==> src/rtl/instr_encoder_pkg.sv <==
// ============================================================================
// instr_encoder_pkg : shared formats, error codes and opcodes for instr_encoder
// Rev 1.0
// ============================================================================
`default_nettype none

package instr_encoder_pkg;

  typedef enum logic [2:0] {
    FMT_R = 3'd0,
    FMT_I = 3'd1,
    FMT_S = 3'd2,
    FMT_B = 3'd3,
    FMT_U = 3'd4,
    FMT_J = 3'd5
  } fmt_e;

  typedef enum logic [1:0] {
    ST_IDLE  = 2'd0,
    ST_RUN   = 2'd1,
    ST_DRAIN = 2'd2
  } state_e;

  localparam logic [1:0] ERR_NONE  = 2'd0;
  localparam logic [1:0] ERR_RANGE = 2'd1;
  localparam logic [1:0] ERR_ALIGN = 2'd2;
  localparam logic [1:0] ERR_FMT   = 2'd3;

  localparam logic [6:0] R_TYPE  = 7'b0110011;
  localparam logic [6:0] I_TYPE  = 7'b0010011;
  localparam logic [6:0] S_TYPE  = 7'b0100011;
  localparam logic [6:0] B_TYPE  = 7'b1100011;
  localparam logic [6:0] U_TYPE  = 7'b0110111;
  localparam logic [6:0] J_TYPE  = 7'b1101111;
  localparam logic [6:0] OP_LOAD = 7'b0000011;
  localparam logic [6:0] OP_JALR = 7'b1100111;

  function automatic logic in_range(input logic [31:0] v, input int lo, input int hi);
    return ($signed(v) >= lo) && ($signed(v) <= hi);
  endfunction

endpackage

`default_nettype wire

==> src/rtl/instr_encoder_imm_pack.sv <==
// ============================================================================
// imm_pack : combinational RV32I field packing with immediate range checks
// Rev 1.0
// ============================================================================
`default_nettype none

module imm_pack
  import instr_encoder_pkg::*;
(
  input  logic [2:0]  fmt,
  input  logic [6:0]  opcode,
  input  logic [4:0]  rd,
  input  logic [2:0]  func3,
  input  logic [4:0]  rs1,
  input  logic [4:0]  rs2,
  input  logic [6:0]  func7,
  input  logic [31:0] imm,
  output logic [31:0] word,
  output logic [1:0]  code
);

  always_comb begin
    word = 32'd0;
    code = ERR_NONE;
    case (fmt)
      FMT_R: word = {func7, rs2, rs1, func3, rd, opcode};
      FMT_I: begin
        word = {imm[11:0], rs1, func3, rd, opcode};
        if (!in_range(imm, -2048, 2047)) code = ERR_RANGE;
      end
      FMT_S: begin
        word = {imm[11:5], rs2, rs1, func3, imm[4:0], opcode};
        if (!in_range(imm, -2048, 2047)) code = ERR_RANGE;
      end
      FMT_B: begin
        word = {imm[12], imm[10:5], rs2, rs1, func3, imm[4:1], imm[11], opcode};
        // range is judged first so an odd out-of-range offset reports range
        if (!in_range(imm, -4096, 4094)) code = ERR_RANGE;
        else if (imm[0])                 code = ERR_ALIGN;
      end
      FMT_U: begin
        word = {imm[31:12], rd, opcode};
        if (imm[11:0] != 12'd0) code = ERR_ALIGN;
      end
      FMT_J: begin
        word = {imm[20], imm[10:1], imm[11], imm[19:12], rd, opcode};
        if (!in_range(imm, -1048576, 1048574)) code = ERR_RANGE;
        else if (imm[0])                       code = ERR_ALIGN;
      end
      default: code = ERR_FMT;
    endcase
  end

endmodule

`default_nettype wire

==> src/rtl/instr_encoder.sv <==
// ============================================================================
// instr_encoder : streams packed RV32I words into sequential memory addresses
// Rev 1.0
// ============================================================================
`default_nettype none

module instr_encoder
  import instr_encoder_pkg::*;
#(
  parameter int ADDR_W    = 10,
  parameter int BASE_ADDR = 0
) (
  input  logic              clk,
  input  logic              rst_n,
  input  logic              start,
  input  logic              finish,
  input  logic              in_valid,
  output logic              in_ready,
  input  logic [2:0]        in_fmt,
  input  logic [6:0]        in_opcode,
  input  logic [4:0]        in_rd,
  input  logic [2:0]        in_func3,
  input  logic [4:0]        in_rs1,
  input  logic [4:0]        in_rs2,
  input  logic [6:0]        in_func7,
  input  logic [31:0]       in_imm,
  output logic              mem_we,
  output logic [ADDR_W-1:0] mem_addr,
  output logic [31:0]       mem_wdata,
  input  logic              mem_ready,
  output logic              err,
  output logic [1:0]        err_code,
  output logic [ADDR_W:0]   count,
  output logic              wrapped,
  output logic              done
);

  localparam logic [ADDR_W-1:0] BASE     = ADDR_W'(BASE_ADDR);
  localparam logic [ADDR_W-1:0] ADDR_MAX = '1;

  state_e      state;
  logic [31:0] packed_word;
  logic [1:0]  pack_code;
  logic        accept;
  logic        complete;

  imm_pack u_imm_pack (
    .fmt    (in_fmt),
    .opcode (in_opcode),
    .rd     (in_rd),
    .func3  (in_func3),
    .rs1    (in_rs1),
    .rs2    (in_rs2),
    .func7  (in_func7),
    .imm    (in_imm),
    .word   (packed_word),
    .code   (pack_code)
  );

  // start and finish both pre-empt acceptance in the cycle they are raised
  assign in_ready = (state == ST_RUN) && !start && !finish && (!mem_we || mem_ready);
  assign accept   = in_valid && in_ready;
  assign complete = mem_we && mem_ready;

  always_ff @(posedge clk) begin
    if (!rst_n) begin
      state     <= ST_IDLE;
      mem_we    <= 1'b0;
      mem_addr  <= BASE;
      mem_wdata <= 32'd0;
      err       <= 1'b0;
      err_code  <= ERR_NONE;
      count     <= '0;
      wrapped   <= 1'b0;
      done      <= 1'b0;
    end else begin
      done <= 1'b0;
      if (start) begin
        state    <= ST_RUN;
        mem_we   <= 1'b0;
        mem_addr <= BASE;
        err      <= 1'b0;
        err_code <= ERR_NONE;
        count    <= '0;
        wrapped  <= 1'b0;
      end else if (state != ST_IDLE) begin
        if (complete) begin
          mem_we   <= 1'b0;
          mem_addr <= mem_addr + 1'b1;
          if (mem_addr == ADDR_MAX) wrapped <= 1'b1;
          if (count != '1) count <= count + 1'b1;
        end
        if (accept) begin
          if (pack_code != ERR_NONE) begin
            err <= 1'b1;
            if (err_code == ERR_NONE) err_code <= pack_code;
          end else begin
            mem_we    <= 1'b1;
            mem_wdata <= packed_word;
          end
        end
        if (state == ST_RUN && finish) begin
          state <= ST_DRAIN;
        end else if (state == ST_DRAIN && (!mem_we || mem_ready)) begin
          state <= ST_IDLE;
          done  <= 1'b1;
        end
      end
    end
  end

endmodule

`default_nettype wire

==> config.mk <==
export PLATFORM = sky130hd
export DESIGN_NAME = instr_encoder
export DESIGN_NICKNAME = d
export VERILOG_FILES = /design/src/rtl/instr_encoder_pkg.sv /design/src/rtl/instr_encoder_imm_pack.sv /design/src/rtl/instr_encoder.sv
export SDC_FILE = /design/constraint.sdc
export NUM_CORES = 1
export LEC_CHECK = 0
export ABC_AREA = 1
export CORE_AREA = 2 2 110 112
export DETAILED_ROUTE_END_ITERATION = 8
export DIE_AREA = 0 0 112 114
export GPL_ROUTABILITY_DRIVEN = 1
export GPL_TIMING_DRIVEN = 0
export PLACE_DENSITY = 0.55
export SYNTH_ARGS = -nofsm -noshare
export SYNTH_HDL_FRONTEND = slang
export SYNTH_SLANG_ARGS = --single-unit
==> constraint.sdc <==
create_clock -name clk -period 3.85 [get_ports clk]
set_clock_uncertainty 0.05 [all_clocks]
set_input_delay 0.5775 -clock clk [delete_from_list [all_inputs] [get_ports clk]]
set_output_delay 0.5775 -clock clk [all_outputs]
set_load 0.05 [all_outputs]
==> metrics.txt <==
dpl ws=0.755 ns; YS warnings=0; Die X=112 um; Chip Height=114 um; Hold Path Class=reg2reg; Antenna Cells=0; Tmin final=3.07 ns; Clock Path Buffers=2; f_max=326 MHz; Slew @ Worst Pin=0.741 ns; Setup Buffers After CTS=0; hpwl dp=8620 um; Hold Buf Count CTS=0; main combinational cell family by area after synthesis=simple AND/OR/NAND/NOR gates; number of synthesized register bits=61; final design utilization=44.2%; Critical Path RT=3.22 ns; register-to-register setup slack=1.79 ns; Routed wire per std cell=12.7 um; Main synth FF type=dfxtp_1; # H-tree levels=3; IO Count=133; Cells after Synth=558; final hold slack=0.426 ns; GP Congestion=0.830; clk_lat worst skew=0.32 ns; most common cell after layout, fill and taps aside=nand2_1; Final period util=79.7%; largest net degree at the start of global routing=12; post-synthesis compound-gate area fraction=10.8%; synthesized-area fraction occupied by adder cells=0.741%; TNS Setup=0 ns; die area=12,800 um2; TritonCTS buffer count=9; Simple-Gate Fraction of Synth Area=37.9%; grt ovf=0; CTS Sinks=61; global-route usage over all layers=17.2%; CP Class=in2out; vias=3,727; CTS Root Cell=clkbuf_16; status=complete, no violations; Max IR drop VDD=0.166 mV; Vias per Instance=4.37; XOR/XNOR share of the synthesized area=0.519%; Worst EP arrival=2.44 ns; Setup violations, final=0; WL final=10,800 um; Power Density=324 nW/um2; synthesized area per cell=6.05 um2; post-CTS sizing=0; CTS tree=done; leakage=2.20 nW; mux contribution to synthesized area=0%; Unique masters post-synth=30; Slew HR=50.3%; first-pass GRT wire length=17,600 um; area grow syn2layout=53.2%; first-pass iteration count of the detailed router=4; Rows=40; PortBufs=132; Initial Util=28.8%; initial antenna violation count=0; total nets after synthesis=633; post-route setup slack=0.782 ns; ys async rst share=0%; worst-path maximum fanout=3; most frequent cells in the layout=nand2_1 (162), clkdlybuf4s50_1 (132), nor2_1 (106), inv_1 (99), dfxtp_1 (61); RSZ-0062 raised after global routing=false; CP endpoint kind=output pin; Worst setup SP type=input pin; post-route ant nets=0; initial drt markers=225; Max Transition Viols Final=0; Hold Vio Cnt, Final=0; number of flops mapped to enable cells by yosys=0; Max Cap Violations=0; core area=11,700 um2; CTS clk-pin slew, worst paths=0.05 ns; vias in the first global route=3,671; register area share after synthesis=36.1%; # DRC=0; Mapped Area=3380 um2; fin nets=776; share of layout cells above drive strength 1=4.11%
==> through the flow <==
stage | total power [mW] | instances | cell area (um2)
floorplan | 0.759 | 558 | 3380
global placement | 0.885 | 837 | 4880
detailed placement | 0.886 | 837 | 4880
CTS | 1.69 | 853 | 5180
global route | 1.75 | 853 | 5180
finish | 1.68 | 853 | 5180
==> path summary, 6_finish.rpt <==
kind	startpoint	end	cells past startpoint
hold reg to reg	err_code[0]	err_code[0]	2
setup / recovery	mem_ready	in_ready	4
hold / removal	err_code[0]	err_code[0]	2
setup reg to reg	mem_we	count[9]	9
==> synthesized netlist by cell type (2+ instances only) <==
cell type  number  share of area [%]
a21oi_1        20                3.0
a22o_1          3               0.78
buf_2           2               0.30
buf_6           5                1.7
clkbuf_1        6               0.67
dfxtp_1        61                 36
ha_1            2               0.74
inv_1          99                 11
nand2_1       162                 18
nand3_1        23                3.4
nand4_1         7                1.3
nor2_1        106                 12
nor2_2          3               0.56
nor3_1          7                1.0
nor4_1          3               0.56
o211ai_1        6                1.3
o21ai_0        25                3.7
o21ai_1         6               0.89
==> routing by layer <==
layer  GRT usage, %  vias to the layer above  routed length (um)
met5              0                        -                   0
met4           5.04                        0                 165
met3           3.29                       12                 466
met2           28.4                       91                4960
met1           23.1                     1626                5240
li1               -                     1998                   -
==> state kept, by name (all words and copies together) (netlist names), 2 cells and up <==
register	flops
err_code	2
mem_wdata	32
mem_addr	10
count	11
state	2
==> cells by family after synthesis <==
logic type | Yosys count
AND/OR/NAND/NOR | 316
buffers and inverters | 113
AO/OA/AOI/OAI | 64
flip-flops | 61
XOR/XNOR | 2
adder cells (fa/ha/maj) | 2
==> power breakdown <==
part	leakage [nW]	switching, mW	internal (mW)
clock	0.140	0.298	0.504
sequential	0.492	0.00399	0.638
combinational	1.57	0.122	0.109
total	2.20	0.424	1.25
==> critical path, stage by stage <==
cell,delay (ns)
clkdlybuf4s50_1,0.49
inv_1,0.10
a2111oi_2,0.39
clkdlybuf4s50_1,0.87
==> layout make-up <==
type	count	area, um2
buffer	14	96.3
clock buffer	11	233
clock inverter	5	60.1
fill	1217	6540
inverter	99	372
multi-input combinational	384	1690
sequential	61	1220
tap	147	184
timing repair buffer	132	1320
(Power assumes the default switching activity.)
